--- src/rtl/doodle_jump_engine.sv ---
`default_nettype none
// ============================================================================
// Module      : doodle_jump_engine
// Description : Doodle jump/fall state machine with a writable platform table.
//               Landing is resolved by a sequential scan, one entry per cycle.
// Revision    : 1.0 - initial release
// ============================================================================
module doodle_jump_engine #(
  parameter int NUM_PLATS     = 16,
  parameter int IDX_W         = 4,
  parameter int COORD_W       = 16,
  parameter int JUMP_HEIGHT   = 120,
  parameter int DOODLE_RADIUS = 13,
  parameter int PLAT_RADIUS_W = 32,
  parameter int PLAT_RADIUS_H = 7,
  parameter int V_MIDDLE      = 275,
  parameter int SCREEN_BOTTOM = 515
) (
  input  logic               Clk,
  input  logic               Reset_n,
  input  logic               Start,
  input  logic               Ack,
  input  logic               frame_tick,
  input  logic [3:0]         vert_speed,
  input  logic [COORD_W-1:0] doodle_x,
  input  logic [COORD_W-1:0] doodle_y,
  input  logic               plat_we,
  input  logic [IDX_W-1:0]   plat_widx,
  input  logic [COORD_W-1:0] plat_wx,
  input  logic [COORD_W-1:0] plat_wy,
  input  logic               plat_wvalid,
  input  logic [IDX_W-1:0]   plat_ridx,
  output logic [COORD_W-1:0] plat_rx,
  output logic [COORD_W-1:0] plat_ry,
  output logic               plat_rvalid,
  output logic               q_I,
  output logic               q_Up,
  output logic               q_Down,
  output logic               q_Done,
  output logic               is_in_middle,
  output logic [COORD_W-1:0] v_counter,
  output logic [COORD_W-1:0] score,
  output logic [IDX_W-1:0]   hit_idx,
  output logic               tick_overrun
);

  localparam logic [COORD_W-1:0] c_dr       = COORD_W'(DOODLE_RADIUS);
  localparam logic [COORD_W-1:0] c_pw       = COORD_W'(PLAT_RADIUS_W);
  localparam logic [COORD_W-1:0] c_ph       = COORD_W'(PLAT_RADIUS_H);
  localparam logic [COORD_W-1:0] c_jump     = COORD_W'(JUMP_HEIGHT);
  localparam logic [COORD_W-1:0] c_v_middle = COORD_W'(V_MIDDLE);
  localparam logic [COORD_W-1:0] c_bottom   = COORD_W'(SCREEN_BOTTOM);
  localparam logic [IDX_W-1:0]   c_last_idx = IDX_W'(NUM_PLATS - 1);

  typedef enum logic [3:0] {
    S_IDLE = 4'b0001,
    S_UP   = 4'b0010,
    S_DOWN = 4'b0100,
    S_DONE = 4'b1000
  } state_t;

  state_t               state_q, state_d;
  logic [COORD_W-1:0]   up_count_q, up_count_d;
  logic [COORD_W-1:0]   v_counter_q, v_counter_d;
  logic [COORD_W-1:0]   score_q, score_d;
  logic                 is_in_middle_q, is_in_middle_d;
  logic [IDX_W-1:0]     hit_idx_q, hit_idx_d;
  logic                 tick_overrun_q, tick_overrun_d;
  logic                 scanning_q, scanning_d;
  logic [IDX_W-1:0]     scan_idx_q, scan_idx_d;
  logic [COORD_W-1:0]   plat_x_q [NUM_PLATS];
  logic [COORD_W-1:0]   plat_x_d [NUM_PLATS];
  logic [COORD_W-1:0]   plat_y_q [NUM_PLATS];
  logic [COORD_W-1:0]   plat_y_d [NUM_PLATS];
  logic [NUM_PLATS-1:0] plat_v_q, plat_v_d;

  logic [COORD_W:0]     up_sum, score_sum;
  logic [COORD_W-1:0]   up_sat, score_sat;
  logic [COORD_W-1:0]   scan_px, scan_py;
  logic [COORD_W-1:0]   doodle_right, doodle_left, plat_left, plat_right;
  logic [COORD_W-1:0]   doodle_feet, plat_top, plat_bot;
  logic                 hit;

  assign up_sum    = {1'b0, up_count_q} + (COORD_W+1)'(vert_speed);
  assign up_sat    = up_sum[COORD_W] ? '1 : up_sum[COORD_W-1:0];
  assign score_sum = {1'b0, score_q} + (COORD_W+1)'(vert_speed);
  assign score_sat = score_sum[COORD_W] ? '1 : score_sum[COORD_W-1:0];

  // Platform y lives in world coordinates; adding the scroll maps it to screen y.
  assign scan_px      = plat_x_q[scan_idx_q];
  assign scan_py      = plat_y_q[scan_idx_q];
  assign doodle_right = doodle_x + c_dr;
  assign doodle_left  = doodle_x - c_dr;
  assign plat_left    = scan_px - c_pw;
  assign plat_right   = scan_px + c_pw;
  assign doodle_feet  = doodle_y + c_dr;
  assign plat_top     = scan_py + v_counter_q - c_ph;
  assign plat_bot     = scan_py + v_counter_q + c_ph;
  assign hit = plat_v_q[scan_idx_q] && (doodle_right >= plat_left) && (doodle_left <= plat_right)
               && (doodle_feet >= plat_top) && (doodle_feet <= plat_bot);

  always_comb begin
    state_d        = state_q;
    up_count_d     = up_count_q;
    v_counter_d    = v_counter_q;
    score_d        = score_q;
    is_in_middle_d = is_in_middle_q;
    hit_idx_d      = hit_idx_q;
    tick_overrun_d = tick_overrun_q;
    scanning_d     = scanning_q;
    scan_idx_d     = scan_idx_q;
    plat_x_d       = plat_x_q;
    plat_y_d       = plat_y_q;
    plat_v_d       = plat_v_q;

    case (state_q)
      S_IDLE: begin
        if (Start) begin
          state_d    = S_UP;
          up_count_d = '0;
        end
      end
      S_UP: begin
        if (frame_tick) begin
          up_count_d = up_sat;
          if (doodle_y <= c_v_middle) begin
            v_counter_d    = v_counter_q + COORD_W'(vert_speed);
            score_d        = score_sat;
            is_in_middle_d = 1'b1;
          end else begin
            is_in_middle_d = 1'b0;
          end
          if (up_sat >= c_jump) state_d = S_DOWN;
        end
      end
      S_DOWN: begin
        if (scanning_q) begin
          if (frame_tick) tick_overrun_d = 1'b1;
          if (hit) begin
            hit_idx_d  = scan_idx_q;
            up_count_d = '0;
            state_d    = S_UP;
            scanning_d = 1'b0;
            scan_idx_d = '0;
          end else if (scan_idx_q == c_last_idx) begin
            scanning_d = 1'b0;
            scan_idx_d = '0;
          end else begin
            scan_idx_d = scan_idx_q + 1'b1;
          end
        end else if (frame_tick) begin
          if (doodle_y > c_bottom) begin
            state_d = S_DONE;
          end else begin
            scanning_d = 1'b1;
            scan_idx_d = '0;
          end
        end
      end
      S_DONE: begin
        if (Ack) begin
          state_d        = S_IDLE;
          v_counter_d    = '0;
          score_d        = '0;
          is_in_middle_d = 1'b0;
          tick_overrun_d = 1'b0;
        end
      end
      default: begin
        state_d    = S_IDLE;
        scanning_d = 1'b0;
        scan_idx_d = '0;
      end
    endcase

    // The scan reads the registered table, so a same-cycle write is seen only by later scans.
    if (plat_we) begin
      plat_x_d[plat_widx] = plat_wx;
      plat_y_d[plat_widx] = plat_wy;
      plat_v_d[plat_widx] = plat_wvalid;
    end
  end

  always_ff @(posedge Clk or negedge Reset_n) begin
    if (!Reset_n) begin
      state_q        <= S_IDLE;
      up_count_q     <= '0;
      v_counter_q    <= '0;
      score_q        <= '0;
      is_in_middle_q <= 1'b0;
      hit_idx_q      <= '0;
      tick_overrun_q <= 1'b0;
      scanning_q     <= 1'b0;
      scan_idx_q     <= '0;
      plat_v_q       <= '0;
    end else begin
      state_q        <= state_d;
      up_count_q     <= up_count_d;
      v_counter_q    <= v_counter_d;
      score_q        <= score_d;
      is_in_middle_q <= is_in_middle_d;
      hit_idx_q      <= hit_idx_d;
      tick_overrun_q <= tick_overrun_d;
      scanning_q     <= scanning_d;
      scan_idx_q     <= scan_idx_d;
      plat_v_q       <= plat_v_d;
    end
  end

  // Coordinates are only meaningful alongside a set valid bit, so they carry no reset.
  always_ff @(posedge Clk) begin
    plat_x_q <= plat_x_d;
    plat_y_q <= plat_y_d;
  end

  assign plat_rx      = plat_x_q[plat_ridx];
  assign plat_ry      = plat_y_q[plat_ridx];
  assign plat_rvalid  = plat_v_q[plat_ridx];
  assign q_I          = (state_q == S_IDLE);
  assign q_Up         = (state_q == S_UP);
  assign q_Down       = (state_q == S_DOWN);
  assign q_Done       = (state_q == S_DONE);
  assign is_in_middle = is_in_middle_q;
  assign v_counter    = v_counter_q;
  assign score        = score_q;
  assign hit_idx      = hit_idx_q;
  assign tick_overrun = tick_overrun_q;

endmodule
`default_nettype wire

--- config.mk ---
export PLATFORM = sky130hd
export DESIGN_NAME = doodle_jump_engine
export DESIGN_NICKNAME = d
export VERILOG_FILES = /design/src/rtl/doodle_jump_engine.sv
export SDC_FILE = /design/constraint.sdc
export NUM_CORES = 1
export LEC_CHECK = 0
export BUFFER_PORTS_ARGS = -buffer_cell sky130_fd_sc_hd__buf_2
export CORE_MARGIN = 2
export CORE_UTILIZATION = 30
export CTS_BUF_LIST = sky130_fd_sc_hd__clkbuf_4 sky130_fd_sc_hd__clkbuf_8 sky130_fd_sc_hd__clkbuf_16
export CTS_CLUSTER_SIZE = 30
export DETAILED_ROUTE_END_ITERATION = 8
export PLACE_DENSITY_LB_ADDON = 0.25
export SYNTH_ARGS = -nofsm -noshare
export SYNTH_HDL_FRONTEND = slang
export SYNTH_SLANG_ARGS = --single-unit
--- constraint.sdc ---
create_clock -name Clk -period 7 [get_ports Clk]
set_input_delay 1.05 -clock Clk [delete_from_list [all_inputs] [get_ports Clk]]
set_output_delay 1.05 -clock Clk [all_outputs]
set_load 0.1 [all_outputs]
==> flow_summary.toml, run 1 <==
[outcome]
status = "finished, final reports clean"

[grt]
grtUsageTotal = 0.175
antenna_found_initial = 21
grt_first_pass_wirelength_mm = 140
grt_start_max_net_pins = 110
grt_pass1_vias = 21010
gr-total-overflow = 0

[worst_setup_path]
path_class = "reg -> reg"
worstSetupStartpointType = "flop"
cp.arrival_ps = 7100
required_ps = 7490
critPathMaxFanout = 35
cp-end-kind = "flop"

[yosys]
async_flop_share = 0.134
syn-num-nets = 2272
syn-mean-instance-area_um2 = 15.2
synth_ff_type = "edfxtp_1"
netlist-cell-type-count = 82
synth_area_um2 = 31800
yosysTopAreaCellShare = 0.484
yosys.area.top_type = "edfxtp_1"
synth_edf_count = 512
yosys-top-cells-area = "edfxtp_1, mux4_2, dfrtp_1, ha_1, mux2i_1"
syn_inst = 2087
ys_seq_elements = 591
seq_area_frac_synth = 0.546
ys_warn_count = 0

[sta]
drv_slew = 0
period_minus_slack_ps = 6610
layout_setup_ws_ps = 386
setup_tns_ps = 0
period_share = 0.945
hold_viol_final = 0
finClkSkew_ps = 26.0
fmax_mhz = 151
relSlewSlack = 0.132
setup_viol = 0
rsz0062_at_grt = "no"
tightest_slew_ps = 1300

[layout]
regArea_um2 = 17400
multiInputGateArea_um2 = 13800
fill_cells = 10097
area_growth_pct = 15.3
drive_gt1_frac = 0.271
fin_area_um2 = 36600
nets = 2439

[job]
drv_cap = 0

[clocking]
ctsRootBufferMaster = "clkbuf_16"
cts_num_sinks = 591
h-tree-depth = 3
clock_latency_ps = 610
clk_pin_slew_ps = 60
cts_tree = "done"
hold_buffers = 0
cts_buffers = 67
cts.path.max_buffers = 3

[route]
drtIter0Drc = 1479
drc = 0
post_drt_wl_per_cell_um = 25.9
via_count = 20148
wl_mm = 95.9
ant_nets = 0
via_per_inst = 5.45
dr.pass1.iters = 5

[place]
placedInstanceArea_um2 = 34400
place.gp.congestion = 0.860
port_buffers = 157
hpwl_mm = 59.0
place_ws_ps = 286

[min_path]
hold_path.class = "in -> async"

[floorplan]
die-area_um2 = 109000
die_y_um = 329
fp-row-count = 119
pin_count = 158
coreArea_um2 = 105000
fp.dieW_um = 329
start_util = 0.302

[pwr]
p_leak_nw = 12.4
power_density_nw_per_um2 = 241
peakVddDrop_mv = 0.149
-- cell families (layout without fill, tap and decap cells) --
group | after synthesis | count (layout) | share of synthesized area
XOR/XNOR | 115 | 115 | 0.0319
adder cells (fa/ha/maj) | 102 | 102 | 0.0411
flip-flops | 591 | 591 | 0.546
multiplexers | 386 | 386 | 0.225
buffers and inverters | 165 | 380 | 0.0230
AND/OR/NAND/NOR | 408 | 408 | 0.0645
other | 0 | 6 | 0
AO/OA/AOI/OAI | 320 | 320 | 0.0685
-- synthesized netlist by cell type, drive strengths merged, types with 27 or more instances --
library cell / number
o21ai: 63
a21oi: 69
xor2: 46
xnor2: 69
nor2: 96
mux2i: 106
mux2: 27
edfxtp: 512
mux4: 253
a221oi: 57
clkbuf: 78
nand2: 105
ha: 98
nand3: 44
inv: 47
buf: 40
dfrtp: 78
nand4: 32
nor3: 27
-- critical path, stage by stage, from the launching register on --
cell       delay [ps]
dfrtp_4           600
buf_12            310
mux4_2            550
a22oi_1           210
nand2_1           140
ha_1              370
a211oi_1          390
o21ai_0           210
a22o_1            250
or3_1             340
a21oi_1           250
xor2_2            170
nor4_1            420
xor2_1            190
ha_1              260
a21oi_1           150
o22ai_1           100
a2bb2oi_1         180
nor4_1            340
nand3_2           310
o21ai_4           330
mux2_2            360
-- report_power, final --
group	leakage, nW	internal (W)	switching [W]
combinational	5.64	0.000421	0.000847
clock	1.09	0.00210	0.00144
sequential	5.68	0.00394	0.0000680
-- cell usage in the layout, fill, tap and decap left out, types with 7 or more instances in the layout --
master     instances
ha_1              98
or3_1             17
nor4_1            10
xor2_1            44
nand3_1           42
bufinv_16          7
mux2i_1          106
buf_4             53
a221oi_1          57
a22oi_1           26
nor3_1            21
o21a_1            12
nor2b_1           11
nand4_1           32
clkbuf_4          17
o21ai_0           62
mux4_1            20
inv_1             46
mux4_2           233
a211oi_1          12
nor3b_1            8
dfrtp_1           76
and3_1            13
clkinv_1          11
nor2_4            12
edfxtp_1         512
nand2_1          105
nand2b_1          14
xnor2_1           68
mux2_2            27
clkinv_2           7
nand3b_1           7
a21oi_1           68
clkbuf_16         67
buf_2            154
a31oi_1           11
a21o_1            24
nor2_1            84
-- worst paths after layout --
check / start / to / slack [ps] / cells after the start
min reg2reg: up_count_q[2]$_DFFE_PN0P_ / up_count_q[2]$_DFFE_PN0P_ / 530 / 1
min: Reset_n / v_counter[1]$_DFFE_PN0P_ / 400 / 1
min in group Clk: up_count_q[2]$_DFFE_PN0P_ / up_count_q[2]$_DFFE_PN0P_ / 530 / 1
max in group asynchronous: Reset_n / scan_idx_q[1]$_DFFE_PN0P_ / 5520 / 2
max: scan_idx_q[0]$_DFFE_PN0P_ / up_count_q[1]$_DFFE_PN0P_ / 390 / 21
max reg2reg: scan_idx_q[0]$_DFFE_PN0P_ / up_count_q[1]$_DFFE_PN0P_ / 390 / 21
-- state kept, by name, indices dropped and copies added (netlist names), 4 cells and up --
| register | count |
|---|---|
| hit_idx | 4 |
| plat_v_q | 16 |
| plat_x_q | 256 |
| plat_y_q | 256 |
| scan_idx_q | 4 |
| score | 16 |
| state_q | 4 |
| up_count_q | 16 |
| v_counter | 16 |
-- timing repair --
item | 4_1_cts | 5_1_grt
resized for setup | 0 | 3
setup endpoints to repair | 0 | 20
buffers inserted | 0 | 1
-- through the flow --
step,cells,hold WS [ps],power [W],utilization
final,3699,402,0.00882,0.349
after global routing,3695,421,0.00916,0.348
after CTS,3692,385,0.00892,0.348
after detailed placement,3575,509,0.00535,0.327
after global placement,3575,493,0.00533,0.327
after floorplan,2087,485,0.00497,-
-- routing by layer --
layer | global-route usage | up-vias | part of all wire
met5 | 0 | - | 0.0014
met2 | 0.291 | 662 | 0.48
met4 | 0.0581 | 22 | 0.030
met3 | 0.0387 | 179 | 0.067
li1 | - | 8840 | -
met1 | 0.227 | 10445 | 0.42
-- final cells by class --
class,count,share of cell area
Clock inverter,33,0.0103
Sequential cell,591,0.474
Multi-Input combinational cell,1331,0.378
Inverter,47,0.00481
Timing Repair Buffer,216,0.0363
Tap cell,1391,0.0475
Clock buffer,84,0.0492
Antenna cell,6,0.000410
Note: power is estimated with default switching activity, not from simulation.
==> run 2: changes to the inputs <==
- ABC_AREA: unset -> 1
==> run 2 against run 1 <==
  * Clock skew about the same
  * Flip-flop and latch count is the same
  * Maximum frequency up 6.8%
  * Cell area up 6.0%
  * Combinational power increased to 2.6 times the previous value
  * Power rose by 25%
  * Critical path type unchanged
==> flow_summary.toml, run 2 <==
[route]
via_count = 28294
drc = 0
post_drt_wl_per_cell_um = 21.0
drtIter0Drc = 2523
dr.pass1.iters = 5
ant_nets = 0
wl_mm = 114
via_per_inst = 5.23

[yosys]
synth_ff_type = "edfxtp_1"
ys_warn_count = 0
netlist-cell-type-count = 57
synth_most_common_cell = "nand2_1"
yosys-top-cells-area = "edfxtp_1, nand2_1, o21ai_0, a21oi_1, dfrtp_1"
syn-mean-instance-area_um2 = 9.07
yosysTopAreaCellShare = 0.449
syn_inst = 3771
seq_area_frac_synth = 0.507
yosys.area.top_type = "edfxtp_1"
async_flop_share = 0.134
synth_area_um2 = 34200
ys_seq_elements = 591
synth_common_cells = "nand2_1, edfxtp_1, o21ai_0"
synth_edf_count = 512
syn-num-nets = 3956

[sta]
setup_tns_ps = 0
setup_viol = 0
period_minus_slack_ps = 6190
tightest_slew_ps = 1010
holdWs_ps = 315
rsz0062_at_grt = "no"
finClkSkew_ps = 26.4
period_share = 0.885
relSlewSlack = 0.328
fmax_mhz = 161
hold_viol_final = 0
drv_slew = 0

[layout]
final_cells = 5407
layout_commonest_cell = "nand2_1"
area_growth_pct = 13.6
nets = 4034
fill_cells = 11468
regArea_um2 = 17400
final_cell_mix = "nand2_1, edfxtp_1, o21ai_0"
multiInputGateArea_um2 = 14500
top_regs = "plat_x_q (256), plat_y_q (256)"
drive_gt1_frac = 0.108

[clocking]
ctsRootBufferMaster = "clkbuf_16"
cts_resized = 0
cts_num_sinks = 591
clock_latency_ps = 640
clk_pin_slew_ps = 60
post_cts_buffers = 0
hold_buffers = 0
cts.path.max_buffers = 3
h-tree-depth = 3
cts_buffers = 70
cts_tree = "done"

[pwr]
power_density_nw_per_um2 = 285
peakVddDrop_mv = 0.269
p_leak_nw = 15.4

[grt]
gr-total-overflow = 0
grt_start_max_net_pins = 139
met2_usage = 0.311
antenna_found_initial = 19
grt_pass1_vias = 26936
grtUsageTotal = 0.189
globalRoute.busiestLayer = "met2"
grt_first_pass_wirelength_mm = 169
grt_use_met1 = 0.254
use_met3 = 0.0308

[place]
hpwl_mm = 68.3
place_inst = 5277
port_buffers = 157
place.gp.congestion = 0.886

[worst_setup_path]
reg2regPathDepth = 30
worstSetupStartpointType = "flop"
path_class = "reg -> reg"
required_ps = 7520
slowest_delay_ps = 680
cp_common_cell = "nand2_1"
critPathMaxFanout = 16
critPathSlowestCell = "dfrtp_2"
cp.arrival_ps = 6710
cp-end-kind = "flop"

[floorplan]
fp-row-count = 123
coreArea_um2 = 113000
start_util = 0.303
die_y_um = 342
die-area_um2 = 117000
fp.dieW_um = 342
pin_count = 158

[outcome]
status = "finished, final reports clean"

[job]
drv_cap = 0

[min_path]
hold_path.class = "in -> async"
run 2: cell count changes after synthesis, sizes merged, moves of 122 or more:
cell	before	now
mux4	253	0
nand2	105	682
o21ai	63	473
nor2	96	221
a21oi	69	400
inv	47	390
o211ai	6	128
nand3	44	187
run 2: final timing paths:
check / start / to / slack [ps]
max: scan_idx_q[2]$_DFFE_PN0P_ / state_q[1]$_DFFE_PN0P_ / 810
min: Reset_n / up_count_q[12]$_DFFE_PN0P_ / 310
max reg2reg: scan_idx_q[2]$_DFFE_PN0P_ / state_q[1]$_DFFE_PN0P_ / 810
min reg2reg: tick_overrun$_DFFE_PN0P_ / tick_overrun$_DFFE_PN0P_ / 480
max in group asynchronous: Reset_n / scan_idx_q[1]$_DFFE_PN0P_ / 5460
min in group Clk: tick_overrun$_DFFE_PN0P_ / tick_overrun$_DFFE_PN0P_ / 480
run 2: cell type report:
| type | instances | area share |
|---|---|---|
| Inverter | 392 | 0.0381 |
| Tap cell | 1500 | 0.0483 |
| Clock inverter | 31 | 0.00857 |
| Clock buffer | 92 | 0.0501 |
| Sequential cell | 591 | 0.447 |
| Timing Repair Buffer | 215 | 0.0338 |
| Multi-Input combinational cell | 2579 | 0.374 |
| Antenna cell | 7 | 0.000451 |
run 2: stage by stage:
stage,worst slack (ps),total power (W),area [µm²],util
detailed placement,941,0.00748,36600,0.324
CTS,887,0.0112,38800,0.344
global placement,966,0.00745,36600,0.324
floorplan,1700,0.00664,34200,-
finish,806,0.0111,38900,0.344
global route,293,0.0116,38900,0.344
run 2: logic make-up after synthesis:
logic type,Yosys count,share of synthesized area
AO/OA/AOI/OAI,1117,0.185
XOR/XNOR,94,0.0271
adder cells (fa/ha/maj),102,0.0382
buffers and inverters,601,0.0717
flip-flops,591,0.507
multiplexers,76,0.0222
AND/OR/NAND/NOR,1190,0.148
run 2: critical path, delay by kind of cell (launching register included):
family | cells | cell delay [ps]
fa+ha+maj | 2 | 720
compound gates | 4 | 970
buf+inv | 3 | 690
flops | 1 | 680
simple gates | 20 | 2540
xor+xnor | 1 | 490
run 2: metal layers:
layer  part of all wire  routed length (µm)
met1               0.44               50400
met2               0.46               52600
met3              0.065                7380
met4              0.026                3000
met5             0.0011                 126
run 2: power breakdown:
group | switching (W) | internal (W) | total, W
Sequential | 0.000138 | 0.00400 | 0.00414
Combinational | 0.00244 | 0.000829 | 0.00326
Clock | 0.00151 | 0.00216 | 0.00367
